$ cat src/rtl/uart_tx_pkg.sv
// rtl/uart_tx_pkg.sv - shared types and constants for the UART transmit scheduler
// Optional feature macro: UART_TX_PARITY_EN (adds an even parity bit, 8E1 framing)
package uart_tx_pkg;

    // Requester identities, also the encoding of the arbiter's last_grant register.
    localparam logic SRC_HPS = 1'b0;
    localparam logic SRC_LOC = 1'b1;

`ifdef UART_TX_PARITY_EN
    typedef enum logic [2:0] {
        ST_IDLE,
        ST_START,
        ST_DATA,
        ST_PARITY,
        ST_STOP
    } ser_state_t;

    localparam int FRAME_BITS = 11;
`else
    typedef enum logic [1:0] {
        ST_IDLE,
        ST_START,
        ST_DATA,
        ST_STOP
    } ser_state_t;

    localparam int FRAME_BITS = 10;
`endif

    // Nearest-integer divisor keeps the bit period within half a clock of ideal.
    function automatic int baud_div(input int clk_hz, input int baud);
        return (clk_hz + baud / 2) / baud;
    endfunction

endpackage

$ cat src/rtl/uart_tx_sched_if.sv
// rtl/uart_tx_sched_if.sv - two-requester byte handshake bundle for uart_tx_sched
// master: requester side (drives data/valid), slave: scheduler side (drives ready)
interface uart_tx_sched_if;

    logic [7:0] hps_data;
    logic       hps_valid;
    logic       hps_ready;
    logic [7:0] loc_data;
    logic       loc_valid;
    logic       loc_ready;

    modport master (
        output hps_data, hps_valid, loc_data, loc_valid,
        input  hps_ready, loc_ready
    );

    modport slave (
        input  hps_data, hps_valid, loc_data, loc_valid,
        output hps_ready, loc_ready
    );

endinterface

$ cat src/rtl/uart_tx_serializer.sv
// rtl/uart_tx_serializer.sv - 8N1 (or 8E1 with UART_TX_PARITY_EN) frame serialiser
// Ports: clk, rst_n; fifo_empty/fifo_data in, fifo_pop out (combinational);
//        busy_next (serialiser active after the coming edge); uart_tx, frame_done registered.
module uart_tx_serializer
    import uart_tx_pkg::*;
#(
    parameter int BAUD_DIV = 434
) (
    input  logic       clk,
    input  logic       rst_n,
    input  logic       fifo_empty,
    input  logic [7:0] fifo_data,
    output logic       fifo_pop,
    output logic       busy_next,
    output logic       uart_tx,
    output logic       frame_done
);

    localparam int               CNT_W      = $clog2(BAUD_DIV);
    localparam logic [CNT_W-1:0] CNT_LAST   = CNT_W'(BAUD_DIV - 1);
    localparam logic [CNT_W-1:0] CNT_PENULT = CNT_W'(BAUD_DIV - 2);

    ser_state_t       state;
    logic [CNT_W-1:0] baud_cnt;
    logic [2:0]       bit_cnt;
    logic [7:0]       shift_reg;
    logic             bit_end;
`ifdef UART_TX_PARITY_EN
    logic             parity_bit;
`endif

    assign bit_end = (baud_cnt == CNT_LAST);

    // Popping on the edge that ends a stop bit starts the next frame with no idle gap.
    assign fifo_pop  = !fifo_empty && ((state == ST_IDLE) || (state == ST_STOP && bit_end));
    assign busy_next = fifo_pop || ((state != ST_IDLE) && !(state == ST_STOP && bit_end));

    always_ff @(posedge clk) begin
        if (!rst_n) begin
            state      <= ST_IDLE;
            baud_cnt   <= '0;
            bit_cnt    <= '0;
            shift_reg  <= '0;
            uart_tx    <= 1'b1;
            frame_done <= 1'b0;
`ifdef UART_TX_PARITY_EN
            parity_bit <= 1'b0;
`endif
        end else begin
            // Raised one cycle early so the registered pulse covers the last stop cycle.
            frame_done <= (state == ST_STOP) && (baud_cnt == CNT_PENULT);
            if (fifo_pop) begin
                state     <= ST_START;
                baud_cnt  <= '0;
                bit_cnt   <= '0;
                shift_reg <= fifo_data;
                uart_tx   <= 1'b0;
`ifdef UART_TX_PARITY_EN
                parity_bit <= ^fifo_data;
`endif
            end else begin
                case (state)
                    ST_IDLE: begin
                        uart_tx  <= 1'b1;
                        baud_cnt <= '0;
                    end
                    ST_START: begin
                        if (bit_end) begin
                            state    <= ST_DATA;
                            baud_cnt <= '0;
                            uart_tx  <= shift_reg[0];
                        end else begin
                            baud_cnt <= baud_cnt + 1'b1;
                        end
                    end
                    ST_DATA: begin
                        if (bit_end) begin
                            baud_cnt <= '0;
                            if (bit_cnt == 3'd7) begin
`ifdef UART_TX_PARITY_EN
                                state   <= ST_PARITY;
                                uart_tx <= parity_bit;
`else
                                state   <= ST_STOP;
                                uart_tx <= 1'b1;
`endif
                            end else begin
                                // shift_reg[0] is the bit on the line; [1] is next.
                                bit_cnt   <= bit_cnt + 1'b1;
                                shift_reg <= {1'b0, shift_reg[7:1]};
                                uart_tx   <= shift_reg[1];
                            end
                        end else begin
                            baud_cnt <= baud_cnt + 1'b1;
                        end
                    end
`ifdef UART_TX_PARITY_EN
                    ST_PARITY: begin
                        if (bit_end) begin
                            state    <= ST_STOP;
                            baud_cnt <= '0;
                            uart_tx  <= 1'b1;
                        end else begin
                            baud_cnt <= baud_cnt + 1'b1;
                        end
                    end
`endif
                    ST_STOP: begin
                        if (bit_end) begin
                            state    <= ST_IDLE;
                            baud_cnt <= '0;
                            uart_tx  <= 1'b1;
                        end else begin
                            baud_cnt <= baud_cnt + 1'b1;
                        end
                    end
                    default: begin
                        state    <= ST_IDLE;
                        baud_cnt <= '0;
                        uart_tx  <= 1'b1;
                    end
                endcase
            end
        end
    end

endmodule

$ cat src/rtl/uart_tx_sched.sv
// rtl/uart_tx_sched.sv - round-robin two-requester UART transmit scheduler with byte FIFO
// Optional feature macro: UART_TX_PARITY_EN (even parity, 8E1)
// Ports: clk, rst_n; req (slave: hps/loc data, valid, ready); uart_tx line (idle high);
//        busy, fifo_level, frame_done (one-cycle pulse on last stop-bit cycle).
module uart_tx_sched
    import uart_tx_pkg::*;
#(
    parameter int CLK_HZ     = 50000000,
    parameter int BAUD       = 115200,
    parameter int FIFO_DEPTH = 8
) (
    input  logic                        clk,
    input  logic                        rst_n,
    uart_tx_sched_if.slave              req,
    output logic                        uart_tx,
    output logic                        busy,
    output logic [$clog2(FIFO_DEPTH):0] fifo_level,
    output logic                        frame_done
);

    localparam int          BAUD_DIV   = baud_div(CLK_HZ, BAUD);
    localparam int          AW         = $clog2(FIFO_DEPTH);
    localparam int          LW         = AW + 1;
    localparam logic [AW:0] LEVEL_FULL = LW'(FIFO_DEPTH);

    logic [7:0]    mem [FIFO_DEPTH];
    logic [AW-1:0] wr_ptr;
    logic [AW-1:0] rd_ptr;
    logic [AW:0]   level_nxt;
    logic          last_grant;
    logic          fifo_full;
    logic          fifo_empty;
    logic          grant_hps;
    logic          grant_loc;
    logic          push_hps;
    logic          push_loc;
    logic          push;
    logic          pop;
    logic [7:0]    push_data;
    logic [7:0]    pop_data;
    logic          ser_busy_next;

    assign fifo_full  = (fifo_level == LEVEL_FULL);
    assign fifo_empty = (fifo_level == '0);

    // With both requesting, the source that did not win the last accepted transfer goes next.
    assign grant_hps = req.hps_valid && (!req.loc_valid || last_grant == SRC_LOC);
    assign grant_loc = req.loc_valid && (!req.hps_valid || last_grant == SRC_HPS);

    assign push_hps      = grant_hps && !fifo_full;
    assign push_loc      = grant_loc && !fifo_full;
    assign req.hps_ready = push_hps;
    assign req.loc_ready = push_loc;
    assign push          = push_hps || push_loc;
    assign push_data     = push_hps ? req.hps_data : req.loc_data;
    assign pop_data      = mem[rd_ptr];

    always_comb begin
        level_nxt = fifo_level;
        case ({push, pop})
            2'b10:   level_nxt = fifo_level + 1'b1;
            2'b01:   level_nxt = fifo_level - 1'b1;
            default: level_nxt = fifo_level;
        endcase
    end

    // Storage needs no reset: emptiness is tracked by the level and pointers.
    always_ff @(posedge clk) begin
        if (push) begin
            mem[wr_ptr] <= push_data;
        end
    end

    always_ff @(posedge clk) begin
        if (!rst_n) begin
            wr_ptr     <= '0;
            rd_ptr     <= '0;
            fifo_level <= '0;
            last_grant <= SRC_LOC;
            busy       <= 1'b0;
        end else begin
            if (push) begin
                wr_ptr <= wr_ptr + 1'b1;
            end
            if (pop) begin
                rd_ptr <= rd_ptr + 1'b1;
            end
            fifo_level <= level_nxt;
            busy       <= ser_busy_next || (level_nxt != '0);
            if (push_hps) begin
                last_grant <= SRC_HPS;
            end else if (push_loc) begin
                last_grant <= SRC_LOC;
            end
        end
    end

    uart_tx_serializer #(
        .BAUD_DIV (BAUD_DIV)
    ) u_serializer (
        .clk        (clk),
        .rst_n      (rst_n),
        .fifo_empty (fifo_empty),
        .fifo_data  (pop_data),
        .fifo_pop   (pop),
        .busy_next  (ser_busy_next),
        .uart_tx    (uart_tx),
        .frame_done (frame_done)
    );

endmodule

$ cat src/flat_wrapper.sv
// flat-port wrapper written by rule: the top's interface ports become plain ports
module uart_tx_sched_flat import uart_tx_pkg::*;
#(
    parameter int CLK_HZ     = 50000000,
    parameter int BAUD       = 115200,
    parameter int FIFO_DEPTH = 8
)
  (clk, rst_n, uart_tx, busy, fifo_level, frame_done, req_hps_data, req_hps_valid, req_loc_data, req_loc_valid, req_hps_ready, req_loc_ready);
  uart_tx_sched_if req_i ();
  input  logic clk;
  input  logic rst_n;
  output logic uart_tx;
  output logic busy;
  output logic [$clog2(FIFO_DEPTH):0] fifo_level;
  output logic frame_done;
  input wire logic [$bits(req_i.hps_data)-1:0] req_hps_data;
  input wire logic [$bits(req_i.hps_valid)-1:0] req_hps_valid;
  input wire logic [$bits(req_i.loc_data)-1:0] req_loc_data;
  input wire logic [$bits(req_i.loc_valid)-1:0] req_loc_valid;
  output wire logic [$bits(req_i.hps_ready)-1:0] req_hps_ready;
  output wire logic [$bits(req_i.loc_ready)-1:0] req_loc_ready;
  assign req_i.hps_data = req_hps_data;
  assign req_i.hps_valid = req_hps_valid;
  assign req_i.loc_data = req_loc_data;
  assign req_i.loc_valid = req_loc_valid;
  assign req_hps_ready = req_i.hps_ready;
  assign req_loc_ready = req_i.loc_ready;
  uart_tx_sched #(.CLK_HZ(CLK_HZ), .BAUD(BAUD), .FIFO_DEPTH(FIFO_DEPTH)) u_core (.clk(clk), .rst_n(rst_n), .req(req_i), .uart_tx(uart_tx), .busy(busy), .fifo_level(fifo_level), .frame_done(frame_done));
endmodule
$ cat config.mk
export PLATFORM = sky130hd
export DESIGN_NAME = uart_tx_sched_flat
export DESIGN_NICKNAME = d
export VERILOG_FILES = /design/src/rtl/uart_tx_pkg.sv /design/src/rtl/uart_tx_sched_if.sv /design/src/rtl/uart_tx_serializer.sv /design/src/rtl/uart_tx_sched.sv /design/src/flat_wrapper.sv
export SDC_FILE = /design/constraint.sdc
export NUM_CORES = 1
export LEC_CHECK = 0
export ABC_AREA = 1
export BUFFER_PORTS_ARGS = -buffer_cell sky130_fd_sc_hd__buf_2
export CELL_PAD_IN_SITES_DETAIL_PLACEMENT = 0
export CELL_PAD_IN_SITES_GLOBAL_PLACEMENT = 2
export CORE_MARGIN = 3
export CORE_UTILIZATION = 42
export CTS_CLUSTER_DIAMETER = 120
export DETAILED_ROUTE_END_ITERATION = 12
export GPL_TIMING_DRIVEN = 0
export PLACE_DENSITY = 0.95
export SYNTH_ARGS = -nofsm -noshare
export SYNTH_HDL_FRONTEND = slang
export SYNTH_HIERARCHICAL = 1
export SYNTH_SLANG_ARGS = --single-unit
$ cat constraint.sdc
create_clock -name clk -period 5.4 [get_ports clk]
set_clock_uncertainty 0.1 [all_clocks]
set_input_delay 0.81 -clock clk [delete_from_list [all_inputs] [get_ports clk]]
set_output_delay 0.81 -clock clk [all_outputs]
set_load 0.02 [all_outputs]
Yosys cells after proc, flatten, opt, wreduce, memory -nomap -nowiden:

Memories as Yosys holds them, arrays and structs flattened. A register that Yosys moved wholly into a read port is not among the register bits.
Index checks and enable logic that the tools add are counted.

* add/subtract/negate cells: 6
* reduce and logical (&&, ||, !) cells: 35
* muxes and demuxes: 26
* bitwise logic cells: 3
* equal/unequal tests: 18

Operator list (count)
* two-way mux 8 bit: 5
* == test 9 bit (second input constant): 2
* one-hot mux 9 bit (2 select lines): 1
* inequality test 3 x 2 -> 1 bit (second input constant): 4
* two-way mux 1 bit: 10
* AND reduction 5 bit: 2
* adder 3 x 1 -> 3 bit (second input constant): 3
* adder 9 x 1 -> 9 bit (second input constant): 1
* two-way mux 9 bit: 1
* AND reduction 3 bit: 3
* logical AND 1 bit: 8
* two-way mux 2 bit: 4
* inequality test 2 bit (second input constant): 4
* one-hot mux 4 bit (2 select lines): 1
* nonzero test 2 bit: 4
* nonzero test 4 bit: 2
* == test 2 bit (second input constant): 3
* logical OR 1 bit: 6
* two-way mux 3 bit: 2
* one-hot mux 2 bit (3 select lines): 1
* logical NOT 1 bit: 5
* adder 4 x 1 -> 4 bit (second input constant): 1
* == test 2 x 1 -> 1 bit (second input constant): 2
* == test 4 bit (second input constant): 1
* 10 further kinds: 12

* logic and storage cells: 101
* input port bits: 20
* bits in writable memories: 64
* bits in registers: 36
* output and inout bits: 9
* memories: 1

Memory list
* u_core.mem: depth 8, width 8, read ports 1, clocked after memory_dff 1, write ports 1, RTL line uart_tx_sched.sv:26 `logic [7:0] mem [FIFO_DEPTH];`

Depth between registers and ports, before layout:

* word-level depth: 9
* mapped depth: 20
* depth with buffers taken out: 19

Hierarchy:

Netlist, hierarchy kept.

Modules (own cells, without submodules)
* uart_tx_sched: area each 3343.2 µm², instances 1, sequential area each 2222.1 µm², cells each 305
* uart_tx_serializer: area each 1325.0 µm², instances 1, sequential area each 480.5 µm², cells each 178

Worst setup path after synthesis:

OpenSTA, ideal clock, no wires.

* path kind: register to register
* from: register u_core.fifo_level[1]
* to: register u_core.busy
* buffers on the path: 1
* period minus slack after synthesis: 2.551 ns
* required time: 5.185 ns
* data arrival time: 2.337 ns
* setup slack: 2.849 ns
* setup time: 0.115 ns
* cell stages (with the launch flop): 17
* path through: dfxtp_1 > nor4_1 > inv_1 > nand2_2 > buf_6 > clkinv_2 > ha_1 > nand2_1 > inv_1 > nor2_1 > ha_1 > nand2_1 > nand2_1 > nor2_1 > a21oi_1 > a21oi_1 > nand2_1

* elaborated cells on any way between the ends: 16
* classes of those cells: 2 x add/sub; 3 x eq/ne; 1 x mux; 10 x reduce/logical

RTL lines
* start, declared: RTL line uart_tx_sched.sv:17 `output logic [$clog2(FIFO_DEPTH):0] fifo_level,`
* start signal, assigned: RTL line uart_tx_sched.sv:88 `fifo_level <= level_nxt;`
* logical NOT 4 bit (*): RTL line uart_tx_sched.sv:44 `assign fifo_empty = (fifo_level == '0);`
* via u_core.fifo_empty: RTL line uart_tx_sched.sv:32 `logic fifo_empty;`
* logical NOT 1 bit (*): RTL line uart_tx_serializer.sv:35 `assign fifo_pop = !fifo_empty && ((state == ST_IDLE) || (state == ST_STOP && bit_end));`
* logical AND 1 bit (*): RTL line uart_tx_serializer.sv:35
* via u_core.pop: RTL line uart_tx_sched.sv:38 `logic pop;`
* == test 2 x 1 -> 1 bit / == test 2 bit (equally long branches): RTL line uart_tx_sched.sv:60 `case ({push, pop})`
* one-hot mux 4 bit (2 select lines): RTL line uart_tx_sched.sv:60
* nonzero test 4 bit: RTL line uart_tx_sched.sv:89 `busy <= ser_busy_next || (level_nxt != '0);`
* logical OR 1 bit (*): RTL line uart_tx_sched.sv:89
* end signal, assigned: RTL line uart_tx_sched.sv:89
* end, declared: RTL line uart_tx_sched.sv:16 `output logic busy,`

Mark *: on every way through the listed nets, which the timed path passes. The rest lies on a longest branch.
A chain may end at the register's enable or synchronous reset.

Final worst setup path:

Ends and elaborated chain as after synthesis.

==> summary.md <==
| Metric | Value |
|---|---|
| Status | `finished clean` |
| Required time of the critical path | `5.57 ns` |
| RSZ-0062 raised after global routing | `false` |
| Crit-path cells | `nor4_1 -> inv_1 -> nand2_2 -> buf_6 -> clkinv_2 -> ha_1 -> nand2_1 -> inv_1 -> nor2_1 -> ha_1 -> nand2_1 -> nand2_1 -> nor2_1 -> a21oi_1 -> a21oi_1 -> nand2_1` |
| CP startpoint | `u_core/fifo_level[1]$_SDFF_PN0_` |
| CP peak stage delay | `around 0.4 ns` |
| Hold Violations, Final | `0` |
| Slowest-stage cell, CP | `dfxtp_1` |
| Hold Buf Count CTS | `0` |
| Syn_nets | `just over 500` |
| Worst R2R Start | `u_core/fifo_level[1]$_SDFF_PN0_` |
| Top cell by count, worst path | `nand2_1` |
| Reg2reg setup slack | `2.49 ns` |
| Register Area | `2700 um2` |
| Fillcell total | `991` |
| IO buf count | `28` |
| Met3 global-route usage | `0.0397` |
| Fin cells | `663` |
| Worst Path Max Fanout | `10` |
| Worst-Skew Late Latency | `0.38 ns` |
| First-iteration detailed-routing DRC count | `227` |
| Area occupied by multi-input gates | `1710 um2` |
| CTS Buf Count | `9` |
| Netlist Area Pre-Place | `4670 um2` |
| Largest net degree at the start of global routing | `20` |
| Worst vdd ir | `roughly 0.00018 V` |
| Total die area | `12,400 um2` |
| Top cells by area, synth | `edfxtp_1 41%, dfxtp_1 17%, nand2_1 8.1%` |
| Total chip power | `2.34 mW` |
| Area growth syn-to-layout | `10.6%` |
| Synth unique cells | `36` |
| Post-DRT Antenna Nets | `0` |
| GP Congestion | `0.813` |
| # rows | `37` |
| Met1 GRT Util | `0.197` |
| TNS Setup | `0 ns` |
| Beginning of the worst hold path | `u_core/u_serializer/bit_cnt[2]$_SDFFE_PP0P_` |
| Area leader, netlist | `edfxtp_1` |
| Cells after synthesis | `around 480` |
| Max-slew violations | `0` |
| R2R Path End | `u_core/busy$_SDFF_PN0_` |
| CTS max path bufs | `2` |
| Worst Setup Slack, final | `2.49 ns` |
| Clock root buffer master | `clkbuf_8` |
| DR vias | `around 3,300` |
| Post-CTS Setup Repair Bufs | `0` |
| Fmax | `0.344 GHz` |
| #FFs+latches synth | `103` |
| Fin crit period | `2.91 ns` |
| Startpoint Class | `flop` |
| Starting density of the core | `0.442` |
| GRT met2 Usage | `0.234` |
| Max transition margin | `0.451` |
| Ratio of cells with drive above 1 in the final layout | `0.152` |
| Sequential-to-total area share from yosys stat | `0.579` |
| Max FFs per register | `64` |
| Antenna violations before repair | `0` |
| Max H-tree Level | `3` |
| Global route overflow | `0` |
| WL final | `9070 um` |
| First-pass GRT wire length | `15,000 um` |
| Worst slew pin tran | `between 0.8 and 0.9 ns` |
| Max_cap viols | `0` |
| Dpl cells | `647` |
| CTS resizes | `0` |
| TritonCTS clock tree | `built` |
| WP buf/inv | `4` |
| Pleak | `2.08 nW` |
| Syn. warnings | `6` |
| Synth top area share | `0.412` |
| Syn Area/Cell | `9.67 um2` |
| Final net count | `between 500 and 600` |
| Vias in the first global route | `3,153` |
| Clock slew at reported path FFs | `0.11 ns` |
| CP delay by family, top | `simple AND/OR/NAND/NOR gates` |
| # setup viols final | `0` |
| CP Class | `reg -> reg` |
| # DRC | `0` |
| Most common cell after layout, fill and taps aside | `nand2_1` |
| GRT Util Overall | `0.149` |
| Die X-Extent | `111 um` |
| Vias/cell | `4.97` |
| IO Pins | `29` |
| Core ar. | `around 11,000 um2` |
| # clock sinks | `around 100` |
| Critical Path AT | `approximately 3 ns` |
| End of the worst hold path | `u_core/u_serializer/bit_cnt[2]$_SDFFE_PP0P_` |
| Most frequent cells in the layout | `101 x nand2_1, 66 x nor2_1, 64 x edfxtp_1` |
| Pwr dens | `approximately 450 nW/um2` |
| DR WL/cell | `13.7 um` |
| Number of detailed-route iterations in the first pass | `5` |
| Hold path depth | `2` |
| Period utilisation layout | `0.539` |
| Reg2Reg Depth | `16` |
| CP Capture Type | `flop` |
| Placement Setup Slack | `2.53 ns` |
| Grt peak-use layer | `met2` |
| Detailed Place HPWL | `roughly 6500 um` |
| Die height | `111 um` |
| Worst Hold Class | `reg -> reg` |
| Inserted Diodes | `0` |
## cells by family (layout without fill, tap and decap cells)
kind of cell	Yosys count	count (layout)	share of synthesized area
compound gates	64	64	0.0793
xor+xnor	10	10	0.0188
fa+ha+maj	16	16	0.0429
buf+inv	57	101	0.0541
flops	103	103	0.579
mux	8	8	0.0172
simple gates	225	225	0.209
## final cells by class
| class | count | area share |
|---|---|---|
| buffer | 16 | 0.0184 |
| sequential | 103 | 0.524 |
| timing repair buffer | 28 | 0.0272 |
| multi-input combinational | 323 | 0.332 |
| clock inverter | 7 | 0.0114 |
| inverter | 41 | 0.0305 |
| clock buffer | 9 | 0.0240 |
| tap | 136 | 0.0330 |
## synthesized netlist by cell type (all sizes together)
cell and count:
dfxtp 39, nand2 108, buf 13, o211ai 1, xor2 6, nor4 2
clkinv 1, a31oi 1, mux2i 8, edfxtp 64, nor3 1, ha 16
nor2 72, nand4 2, o21ai 23, o32ai 8, clkbuf 3, a21oi 22
o22ai 8, inv 40, nand3 37, a21boi 1, or2 3, xnor2 4
## power by group
part | switching, mW | internal, mW | leakage, nW
combinational | 0.546 | 0.294 | 1.08
sequential | 0.0647 | 0.978 | 0.906
clock | 0.281 | 0.177 | 0.0946
total | 0.891 | 1.45 | 2.08
## metal layers
layer / up-vias / share of wire
li1: 1700 / -
met3: 12 / 0.048
met4: 0 / 0.014
met2: 68 / 0.46
met5: - / 0
met1: 1512 / 0.48
## through the flow
step	cell area [um2]	utilization	hold slack [ns]
CTS	5160	0.489	0.382
finish	5160	0.489	0.378
floorplan	4670	-	0.345
global route	5160	0.489	0.397
global placement	4980	0.472	0.356
detailed placement	4980	0.472	0.365
## tightest hold or removal path: cells and delay by family, from the launching register on
family,cells,cell delay [ns]
simple gates,1,0.06
compound gates,1,0.05
flops,1,0.33
## worst max path at each step
| stage | to | slack (ns) | depth (start not counted) |
|---|---|---|---|
| 2_1_floorplan | u_core/busy$_SDFF_PN0_ | 2.85 | 16 |
| 3_3_place_gp | u_core/busy$_SDFF_PN0_ | 2.57 | 16 |
| 3_5_place_dp | u_core/busy$_SDFF_PN0_ | 2.53 | 16 |
| 4_1_cts | u_core/busy$_SDFF_PN0_ | 2.49 | 16 |
| 5_1_grt | u_core/busy$_SDFF_PN0_ | 2.12 | 16 |
| 6_report | u_core/busy$_SDFF_PN0_ | 2.49 | 16 |
(Power assumes the default switching activity.)
